<file path="config.mk">
export PLATFORM = sky130hd
export DESIGN_NAME = rv_mem_arb_flat
export DESIGN_NICKNAME = d
export VERILOG_FILES = /design/src/rtl/rv_mem_arb_pkg.sv /design/src/rtl/rv_mem_arb_if.sv /design/src/rtl/rv_mem_arb_pick.sv /design/src/rtl/rv_mem_arb.sv /design/src/flat_wrapper.sv
export SDC_FILE = /design/constraint.sdc
export NUM_CORES = 1
export LEC_CHECK = 0
export ABC_CLOCK_PERIOD_IN_PS = 1900
export BUFFER_PORTS_ARGS = -buffer_cell sky130_fd_sc_hd__buf_2
export CAP_MARGIN = 40
export CORE_AREA = 2 2 107 109
export CTS_CLUSTER_SIZE = 10
export DETAILED_ROUTE_END_ITERATION = 8
export DIE_AREA = 0 0 109 111
export PLACE_DENSITY = 0.76
export SLEW_MARGIN = 0
export SYNTH_ARGS = -nofsm -noshare
export SYNTH_HDL_FRONTEND = slang
export SYNTH_HIERARCHICAL = 1
export SYNTH_SLANG_ARGS = --single-unit
export TNS_END_PERCENT = 1
</file>
<file path="constraint.sdc">
create_clock -name clk -period 1.9 [get_ports clk]
set_input_delay 0.095 -clock clk [delete_from_list [all_inputs] [get_ports clk]]
set_output_delay 0.095 -clock clk [all_outputs]
set_load 0.05 [all_outputs]
</file>
<file path="src/rtl/rv_mem_arb_pkg.sv">
// Shared types and defaults for the unified-memory arbiter.
//   t_arb_state : arbiter FSM states
//   t_mem_req   : fields presented on the memory port (we/be/addr/wdata)
//   fetch_req() : builds the memory request for an instruction fetch
package rv_mem_arb_pkg;

   localparam int DEF_STARVE_MAX = 4;
   localparam int DEF_CNT_W      = 3;

   typedef enum logic [2:0] {
      IDLE,
      REQ_I,
      REQ_D,
      WAIT_I,
      WAIT_D
   } t_arb_state;

   typedef struct packed {
      logic        we;
      logic [3:0]  be;
      logic [31:0] addr;
      logic [31:0] wdata;
   } t_mem_req;

   // A fetch is always a full-word read.
   function automatic t_mem_req fetch_req(input logic [31:0] addr);
      t_mem_req r;
      r.we    = 1'b0;
      r.be    = 4'hF;
      r.addr  = addr;
      r.wdata = 32'h0;
      return r;
   endfunction

endpackage

</file>
<file path="src/rtl/rv_mem_arb_if.sv">
// Bundle of the fetch, load/store and memory-port signals of rv_mem_arb.
//   slave  : arbiter view (takes fetch/data requests and memory responses,
//            drives grants, response valids and the memory request)
//   master : environment view (fetch stage, LSU and memory together)
interface rv_mem_arb_if;

   logic        i_req;
   logic [31:0] i_addr;
   logic        i_flush;
   logic        i_gnt;
   logic        i_rvalid;
   logic [31:0] i_rdata;

   logic        d_req;
   logic        d_we;
   logic [3:0]  d_be;
   logic [31:0] d_addr;
   logic [31:0] d_wdata;
   logic        d_gnt;
   logic        d_rvalid;
   logic [31:0] d_rdata;

   logic        m_req;
   logic        m_we;
   logic [3:0]  m_be;
   logic [31:0] m_addr;
   logic [31:0] m_wdata;
   logic        m_gnt;
   logic        m_rvalid;
   logic [31:0] m_rdata;

   modport slave (
      input  i_req, i_addr, i_flush,
      input  d_req, d_we, d_be, d_addr, d_wdata,
      input  m_gnt, m_rvalid, m_rdata,
      output i_gnt, i_rvalid, i_rdata,
      output d_gnt, d_rvalid, d_rdata,
      output m_req, m_we, m_be, m_addr, m_wdata
   );

   modport master (
      output i_req, i_addr, i_flush,
      output d_req, d_we, d_be, d_addr, d_wdata,
      output m_gnt, m_rvalid, m_rdata,
      input  i_gnt, i_rvalid, i_rdata,
      input  d_gnt, d_rvalid, d_rdata,
      input  m_req, m_we, m_be, m_addr, m_wdata
   );

endinterface

</file>
<file path="src/rtl/rv_mem_arb_pick.sv">
// Winner select between fetch and data, plus the fetch starvation counter.
//   clk, rst        : clock, async active-high reset
//   i_req, i_flush  : fetch request and redirect
//   d_req           : data request
//   i_gnt, d_gnt    : grant pulses from the arbiter FSM
//   pick_i, pick_d  : one-hot winner (both 0 when nobody may win)
// CNT_W must satisfy 2**CNT_W > STARVE_MAX.
module rv_mem_arb_pick
   import rv_mem_arb_pkg::*;
#(
   parameter int STARVE_MAX = DEF_STARVE_MAX,
   parameter int CNT_W      = DEF_CNT_W
) (
   input  logic clk,
   input  logic rst,
   input  logic i_req,
   input  logic i_flush,
   input  logic d_req,
   input  logic i_gnt,
   input  logic d_gnt,
   output logic pick_i,
   output logic pick_d
);

   localparam logic [CNT_W-1:0] CNT_MAX = CNT_W'(STARVE_MAX);

   logic [CNT_W-1:0] starve_cnt;
   logic             i_cand;

   // A fetch raised together with a redirect targets a dead PC, so it may
   // not win this cycle.
   assign i_cand = i_req & ~i_flush;

   always_comb begin
      pick_d = d_req & (~i_cand | (starve_cnt < CNT_MAX));
      pick_i = i_cand & ~pick_d;
   end

   always_ff @(posedge clk or posedge rst) begin
      if (rst) begin
         starve_cnt <= '0;
      end else if (i_gnt || !i_req) begin
         starve_cnt <= '0;
      end else if (d_gnt && (starve_cnt != CNT_MAX)) begin
         starve_cnt <= starve_cnt + 1'b1;
      end
   end

endmodule

</file>
<file path="src/rtl/rv_mem_arb.sv">
// Shares one memory port between instruction fetch and load/store, one
// transaction outstanding at a time; data has priority, bounded by the
// fetch starvation counter. A redirect kills an in-flight fetch response.
//   clk, rst : clock, async active-high reset
//   bus      : rv_mem_arb_if.slave (fetch, data and memory-port signals)
//
// state  | meaning
// IDLE   | nothing outstanding, arbitrating every cycle
// REQ_I  | fetch presented on m_*, waiting for m_gnt
// REQ_D  | data access presented on m_*, waiting for m_gnt
// WAIT_I | fetch accepted, waiting for m_rvalid
// WAIT_D | data access accepted, waiting for m_rvalid
module rv_mem_arb
   import rv_mem_arb_pkg::*;
#(
   parameter int STARVE_MAX = DEF_STARVE_MAX,
   parameter int CNT_W      = DEF_CNT_W
) (
   input  logic          clk,
   input  logic          rst,
   rv_mem_arb_if.slave   bus
);

   t_arb_state state_q, state_d;
   t_mem_req   mreq_q, mreq_d;
   logic       kill_q, kill_d;
   logic       pick_i, pick_d;
   logic       arb_en;
   logic       i_gnt_c, d_gnt_c;

   rv_mem_arb_pick #(
      .STARVE_MAX (STARVE_MAX),
      .CNT_W      (CNT_W)
   ) u_pick (
      .clk     (clk),
      .rst     (rst),
      .i_req   (bus.i_req),
      .i_flush (bus.i_flush),
      .d_req   (bus.d_req),
      .i_gnt   (i_gnt_c),
      .d_gnt   (d_gnt_c),
      .pick_i  (pick_i),
      .pick_d  (pick_d)
   );

   // Re-arbitrating on the response cycle gives back-to-back issue.
   assign arb_en = (state_q == IDLE) ||
                   (((state_q == WAIT_I) || (state_q == WAIT_D)) && bus.m_rvalid);

   always_comb begin
      state_d  = state_q;
      mreq_d   = mreq_q;
      kill_d   = kill_q;
      i_gnt_c  = 1'b0;
      d_gnt_c  = 1'b0;
      bus.i_rvalid = 1'b0;
      bus.d_rvalid = 1'b0;

      case (state_q)
         REQ_I: begin
            // The memory request is never withdrawn; the response is
            // swallowed later instead.
            if (bus.i_flush) kill_d = 1'b1;
            if (bus.m_gnt) begin
               i_gnt_c = 1'b1;
               state_d = WAIT_I;
            end
         end
         REQ_D: begin
            if (bus.m_gnt) begin
               d_gnt_c = 1'b1;
               state_d = WAIT_D;
            end
         end
         WAIT_I: begin
            if (bus.m_rvalid) begin
               bus.i_rvalid = ~kill_q & ~bus.i_flush;
               kill_d       = 1'b0;
            end else if (bus.i_flush) begin
               kill_d = 1'b1;
            end
         end
         WAIT_D: begin
            if (bus.m_rvalid) bus.d_rvalid = 1'b1;
         end
         default: ;
      endcase

      if (arb_en) begin
         if (pick_d) begin
            state_d = REQ_D;
            mreq_d  = '{we: bus.d_we, be: bus.d_be, addr: bus.d_addr, wdata: bus.d_wdata};
         end else if (pick_i) begin
            state_d = REQ_I;
            mreq_d  = fetch_req(bus.i_addr);
         end else begin
            state_d = IDLE;
         end
      end
   end

   always_ff @(posedge clk or posedge rst) begin
      if (rst) begin
         state_q <= IDLE;
         mreq_q  <= '0;
         kill_q  <= 1'b0;
      end else begin
         state_q <= state_d;
         mreq_q  <= mreq_d;
         kill_q  <= kill_d;
      end
   end

   assign bus.i_gnt   = i_gnt_c;
   assign bus.d_gnt   = d_gnt_c;
   assign bus.m_req   = (state_q == REQ_I) || (state_q == REQ_D);
   assign bus.m_we    = mreq_q.we;
   assign bus.m_be    = mreq_q.be;
   assign bus.m_addr  = mreq_q.addr;
   assign bus.m_wdata = mreq_q.wdata;
   assign bus.i_rdata = bus.m_rdata;
   assign bus.d_rdata = bus.m_rdata;

endmodule

</file>
<file path="src/flat_wrapper.sv">
// flat-port wrapper written by rule: the top's interface ports become plain ports
module rv_mem_arb_flat import rv_mem_arb_pkg::*;
#(
   parameter int STARVE_MAX = DEF_STARVE_MAX,
   parameter int CNT_W      = DEF_CNT_W
)
  (clk, rst, bus_i_req, bus_i_addr, bus_i_flush, bus_d_req, bus_d_we, bus_d_be, bus_d_addr, bus_d_wdata, bus_m_gnt, bus_m_rvalid, bus_m_rdata, bus_i_gnt, bus_i_rvalid, bus_i_rdata, bus_d_gnt, bus_d_rvalid, bus_d_rdata, bus_m_req, bus_m_we, bus_m_be, bus_m_addr, bus_m_wdata);
  rv_mem_arb_if bus_i ();
  input  logic clk;
  input  logic rst;
  input wire logic [$bits(bus_i.i_req)-1:0] bus_i_req;
  input wire logic [$bits(bus_i.i_addr)-1:0] bus_i_addr;
  input wire logic [$bits(bus_i.i_flush)-1:0] bus_i_flush;
  input wire logic [$bits(bus_i.d_req)-1:0] bus_d_req;
  input wire logic [$bits(bus_i.d_we)-1:0] bus_d_we;
  input wire logic [$bits(bus_i.d_be)-1:0] bus_d_be;
  input wire logic [$bits(bus_i.d_addr)-1:0] bus_d_addr;
  input wire logic [$bits(bus_i.d_wdata)-1:0] bus_d_wdata;
  input wire logic [$bits(bus_i.m_gnt)-1:0] bus_m_gnt;
  input wire logic [$bits(bus_i.m_rvalid)-1:0] bus_m_rvalid;
  input wire logic [$bits(bus_i.m_rdata)-1:0] bus_m_rdata;
  output wire logic [$bits(bus_i.i_gnt)-1:0] bus_i_gnt;
  output wire logic [$bits(bus_i.i_rvalid)-1:0] bus_i_rvalid;
  output wire logic [$bits(bus_i.i_rdata)-1:0] bus_i_rdata;
  output wire logic [$bits(bus_i.d_gnt)-1:0] bus_d_gnt;
  output wire logic [$bits(bus_i.d_rvalid)-1:0] bus_d_rvalid;
  output wire logic [$bits(bus_i.d_rdata)-1:0] bus_d_rdata;
  output wire logic [$bits(bus_i.m_req)-1:0] bus_m_req;
  output wire logic [$bits(bus_i.m_we)-1:0] bus_m_we;
  output wire logic [$bits(bus_i.m_be)-1:0] bus_m_be;
  output wire logic [$bits(bus_i.m_addr)-1:0] bus_m_addr;
  output wire logic [$bits(bus_i.m_wdata)-1:0] bus_m_wdata;
  assign bus_i.i_req = bus_i_req;
  assign bus_i.i_addr = bus_i_addr;
  assign bus_i.i_flush = bus_i_flush;
  assign bus_i.d_req = bus_d_req;
  assign bus_i.d_we = bus_d_we;
  assign bus_i.d_be = bus_d_be;
  assign bus_i.d_addr = bus_d_addr;
  assign bus_i.d_wdata = bus_d_wdata;
  assign bus_i.m_gnt = bus_m_gnt;
  assign bus_i.m_rvalid = bus_m_rvalid;
  assign bus_i.m_rdata = bus_m_rdata;
  assign bus_i_gnt = bus_i.i_gnt;
  assign bus_i_rvalid = bus_i.i_rvalid;
  assign bus_i_rdata = bus_i.i_rdata;
  assign bus_d_gnt = bus_i.d_gnt;
  assign bus_d_rvalid = bus_i.d_rvalid;
  assign bus_d_rdata = bus_i.d_rdata;
  assign bus_m_req = bus_i.m_req;
  assign bus_m_we = bus_i.m_we;
  assign bus_m_be = bus_i.m_be;
  assign bus_m_addr = bus_i.m_addr;
  assign bus_m_wdata = bus_i.m_wdata;
  rv_mem_arb #(.STARVE_MAX(STARVE_MAX), .CNT_W(CNT_W)) u_core (.clk(clk), .rst(rst), .bus(bus_i));
endmodule
</file>
Word level (Yosys, flattened, before mapping)

Cells that the tools add are included.

Add/sub/neg operators: 1
$lt $le $gt $ge: 1
Equal/unequal tests: 7
Multiplexer cells: 20
Bitwise operators: 9
Reductions and logical operators: 14

Operators by type and width:

| cell                                                                    | number |
|---|---|
| 69-bit 2-to-1 mux                                                       | 2 |
| 3-bit 2-to-1 mux                                                        | 6 |
| 1-bit 2-to-1 mux                                                        | 10 |
| 3-bit by 2-bit == test with 1-bit output, second input constant         | 2 |
| 3-bit by 2-bit inequality test with 1-bit output, second input constant | 2 |
| 3-bit case mux with 2 select lines                                      | 1 |
| 2-bit nonzero test                                                      | 3 |
| 1-bit bitwise AND                                                       | 4 |
| 1-bit logical OR                                                        | 4 |
| 1-bit NOT                                                               | 4 |
| 3-bit by 1-bit adder with 3-bit output, second input constant           | 1 |
| 3-bit by 1-bit == test with 1-bit output, second input constant         | 1 |
| 3-bit == test, second input constant                                    | 1 |
| 3-bit zero test                                                         | 1 |
| 3-bit < comparator, second input constant                               | 1 |
| 3-bit inequality test, second input constant                            | 1 |
| 3-bit AND reduction                                                     | 1 |
| 3-bit nonzero test                                                      | 1 |
| 1-bit logical AND                                                       | 2 |
| 1-bit case mux with 2 select lines                                      | 1 |
| 2-bit AND reduction                                                     | 1 |
| 1-bit zero test                                                         | 1 |
| 1-bit OR                                                                | 1 |

Register bits after elaboration: 76
Word-level logic and storage cells: 59

Longest topological paths before layout

Word-level depth: 10
Gate-level depth with buffers: 8
Mapped depth without buffers: 6

By module

The synthesis kept the hierarchy.

By module, submodules not included:

| module          | instances | cells each | area each (sq um) |
|---|---|---|---|
| rv_mem_arb      | 1         | 290        | 3813.7 |
| rv_mem_arb_pick | 1         | 22         | 219.0 |

Worst setup path after synthesis

OpenSTA, ideal clock, no wires.

Path kind: register to output
From: register u_core.state_q[0]
To: output port bus_d_rvalid
Data arrival time: 2277 ps
Data required time: 1805 ps
Path slack: -472 ps
Cell stages (with the launch flop): 3
Buffers on the path: 1
Path through: dfrtp_1 clkbuf_1 nor4b_1

Cells in the longest elaborated chain, start to end: 2

RTL lines:

| element                  | line               | source |
|---|---|---|
| start: declaration       | rv_mem_arb.sv:24   | `t_arb_state state_q, state_d;` |
| start signal: assignment | rv_mem_arb.sv:108  | `state_q <= state_d;` |
| 3-bit == test            | rv_mem_arb.sv:59   | `case (state_q)` |
| 1-bit 2-to-1 mux         | rv_mem_arb.sv:59   |  |
| end: declaration         | flat_wrapper.sv:26 | `output wire logic [$bits(bus_i.d_rvalid)-1:0] bus_d_rvalid;` |

Every way passes these cells.

Worst setup path in the final report

From: register u_core.state_q[1]
To: register u_core.mreq_q, in the netlist u_core/bus.m_addr[30]

Cells in the longest elaborated chain, start to end: 5
Elaborated cells between the ends (all ways): 7

RTL lines:

| element                                                                          | line              | source |
|---|---|---|
| 3-bit by 2-bit == test with 1-bit output / 3-bit == test (equally long branches) | rv_mem_arb.sv:48  | `(((state_q == WAIT_I) \|\| (state_q == WAIT_D)) && bus.m_rvalid);` |
| 1-bit logical OR                                                                 | rv_mem_arb.sv:48  |  |
| 1-bit logical AND                                                                | rv_mem_arb.sv:48  |  |
| 1-bit logical OR (*)                                                             | rv_mem_arb.sv:47  | `assign arb_en = (state_q == IDLE) \|\|` |
| 2-bit AND reduction (no line) (*)                                                | --                |  |
| end signal: assignment                                                           | rv_mem_arb.sv:109 | `mreq_q <= mreq_d;` |
| end: declaration                                                                 | rv_mem_arb.sv:25  | `t_mem_req mreq_q, mreq_d;` |

Mark *: on every way between the ends. The rest lies on a longest branch, timed or not.
A chain may end at the register's enable or synchronous reset.

==> out/qor.yml <==
run_status:
  outcome: "completed"
sta:
  max_freq_mhz: 551.9
  worst_clock_skew_ns: 0.005091
  fin_setup_tns_ns: 0
  whs_ns: 0.01238
  post-route-min-period_ns: 1.812
  setup_slack_ns: 0.08823
  worst_pin_slew_ns: 0.5854
  finalMaxSlewViolations: 0
  rsz0062_at_grt: "no"
  timing.slew.headroom: 0.6092
  fin_crit_sh: 0.9536
  hold_viol: 0
  setup_viol: 0
clocking:
  cts-resized-gates: 0
  cts_tree: "yes"
  clock_sinks: 76
  cts-buffers-inserted: 9
  root_buffer: "clkbuf_16"
  clockBufferDepth: 2
  clkTransAtPathRegs_ns: 0.06
  clk_latency_ns: 0.32
  htreeDepth: 3
layout:
  antennaDiodeCount: 0
  num-nets-final: 608
  area_growth_pct: 30.53
  fin_util: 0.4752
  final_layout_size_suffix_gt1_frac: 0.5881
global_route:
  grt_start_max_net_pins: 48
  grt_usage: 0.1694
  grt_pass1_vias: 3190
  antenna_found_initial: 0
  gr-total-overflow: 0
  grt_pass1_wl_microns: 15900
power:
  p_sw_mw: 4.769
  intPower_mw: 5.093
  p_leak_nw: 2.665
  comb_power_share: 0.542
  netSwitchingFraction: 0.4836
  ir_drop_v: 0.001005
  clockPowerShare: 0.169
  seqPwrFrac: 0.289
  power_density_nw_per_um2: 1874
worst_setup_path:
  critPathKind: "flop to flop"
  ff2ff_path_depth: 4
  cp_slowest_cell: "dfrtp_1"
  start_kind: "flop"
  r2r_slack_ns: 0.09
  worstPathMaxFanout: 26
  rr_endpoint: "u_core/bus.m_addr[30]"
  end_kind: "flop"
  cpPeakStageDelay_ns: 0.51
  crit_path_cell_trace: "o31ai_4 > o21a_2 > buf_12 > mux2_2"
  crit_required_ns: 2.11
  r2r_start: "u_core/state_q[1]"
  critPathArrivalTime_ns: 2.02
yosys:
  synth.largest_area_cell: "dfrtp_1"
  ys_ff_latch: 76
  syn_nets: 454
  seq_area_frac_synth: 0.4716
  avgSynthCellArea_sq_um: 12.93
  yosysMostFrequentCell: "dfrtp_1"
  synth_edf_count: 0
  ys_types: 35
  synth_area_sq_um: 4033
  async_reset_ff_frac: 1.000
  synth_common_cells: "dfrtp_1 (76), buf_4 (66), mux2_2 (38)"
  synth_warnings: 6
  ys_top_cells_by_area: "dfrtp_1 (47%), buf_4 (12%), mux2_2 (11%)"
  postSynthCellCount: 312
  ys.flop_type: "dfrtp_1"
  yosys.area.top_type_share: 0.4716
min_path:
  whs_path_depth: 2
  hp-start: "bus_d_be[3]"
  hp-class: "input pin to flop"
  min_to: "u_core/bus.m_be[3]"
floorplanning:
  coreArea_sq_um: 11080
  die_y_microns: 111
  die-area_sq_um: 12100
  rows: 39
  fp.dieW_microns: 109
  start_util: 0.3641
  num_io_pins: 278
place:
  place_congestion: 0.7420
  portBuffers: 181
  dpl_worst_slack_ns: 0.1027
  hpwl_microns: 7072
route:
  antenna_left: 0
  drtIter0Drc: 156
  wire_per_inst_microns: 16.13
  drt_first_pass_iters: 4
  wirelength_microns: 9902
  vias: 2964
  viasPerCell: 4.827
  drc: 0
run:
  cap_violations: 0
worst max-delay path by stage:
stage	start	endpoint	slack [ns]	depth (start not counted)
6_report	u_core/state_q[1]	u_core/bus.m_addr[30]	0.09	4
2_1_floorplan	u_core/state_q[0]	u_core/u_pick/starve_cnt[0]	-0.25	5
4_1_cts	u_core/state_q[1]	u_core/bus.m_addr[30]	0.09	4
3_5_place_dp	u_core/state_q[1]	u_core/bus.m_addr[30]	0.10	4
5_1_grt	u_core/state_q[0]	bus_i_gnt	0.009	4
3_3_place_gp	u_core/state_q[1]	u_core/bus.m_addr[27]	0.18	4
power by group through the flow:
stage               logic (mW)  registers (mW)  clock network (mW)
global route              5.59            2.95                1.81
floorplan                 2.08            5.27                   0
CTS                       5.37            2.85                1.73
finish                    5.35            2.85                1.67
detailed placement        5.32            2.84                   0
global placement          5.21            2.83                   0
placed cells by master, fill, tap and decap left out, drive strengths merged, types with 3 or more instances in the layout:
cell	Yosys	layout
a21boi	3	3
a21oi	4	4
a22o	33	33
buf	79	191
clkbuf	3	10
clkinv	0	4
dfrtp	76	76
dlygate4sd3	0	34
inv	7	7
mux2	64	64
nand2	4	4
nand2b	3	3
nand3b	3	3
nor2b	4	4
o21ai	5	5
o22a	4	4
through the flow:
stage | power (mW) | std cells | cell area [sq um]
global placement | 8.043 | 564 | 4629
floorplan | 7.357 | 312 | 4039
global route | 10.35 | 614 | 5264
CTS | 9.945 | 614 | 5264
finish | 9.862 | 614 | 5264
detailed placement | 8.159 | 564 | 4629
repair_timing:
item | in CTS | in global routing
endpoints found under the hold margin | 62 | 0
buffers inserted | 0 | 0
hold buffers | 34 | 0
sequential cells by signal, indices dropped and copies added (netlist names):
| register | cells |
|---|---|
| u_core/bus.m_addr | 32 |
| u_core/bus.m_wdata | 32 |
| u_core/bus.m_be | 4 |
| u_core/state_q | 3 |
| u_core/u_pick/starve_cnt | 3 |
| u_core/bus.m_we | 1 |
| u_core/kill_q | 1 |
layout make-up:
| class | instances | area [sq um] |
|---|---|---|
| flip-flops and latches | 76 | 1902 |
| well taps | 143 | 178.9 |
| clock inverters | 6 | 65.06 |
| clock buffers | 10 | 229.0 |
| repair buffers | 225 | 1359 |
| multi-input cells | 147 | 1504 |
| fillers | 1007 | 5813 |
| inverters | 7 | 26.28 |
logic make-up (layout without fill, tap and decap cells):
logic type | count (synthesis) | after routing | synth area share
compound gates | 55 | 55 | 0.1114
fa+ha+maj | 2 | 2 | 0.006204
buf+inv | 89 | 248 | 0.1610
flops | 76 | 76 | 0.4716
mux | 66 | 66 | 0.2079
simple gates | 24 | 24 | 0.04189
metal layers:
metal	up-vias	share of wire	GRT usage	wire length, microns
li1	1343	-	-	-
met1	1416	0.36	0.1846	3545
met2	165	0.53	0.2973	5212
met3	40	0.080	0.04350	797
met4	0	0.035	0.08632	346
met5	-	0	0	0
worst max-delay path: cells and delay by family, from the launching register on:
family | cells | cell delay (ns)
AOI/OAI and AO/OA | 2 | 0.60
buffers and inverters | 1 | 0.21
muxes | 1 | 0.36
DFF | 1 | 0.51
(Power assumes the default switching activity.)
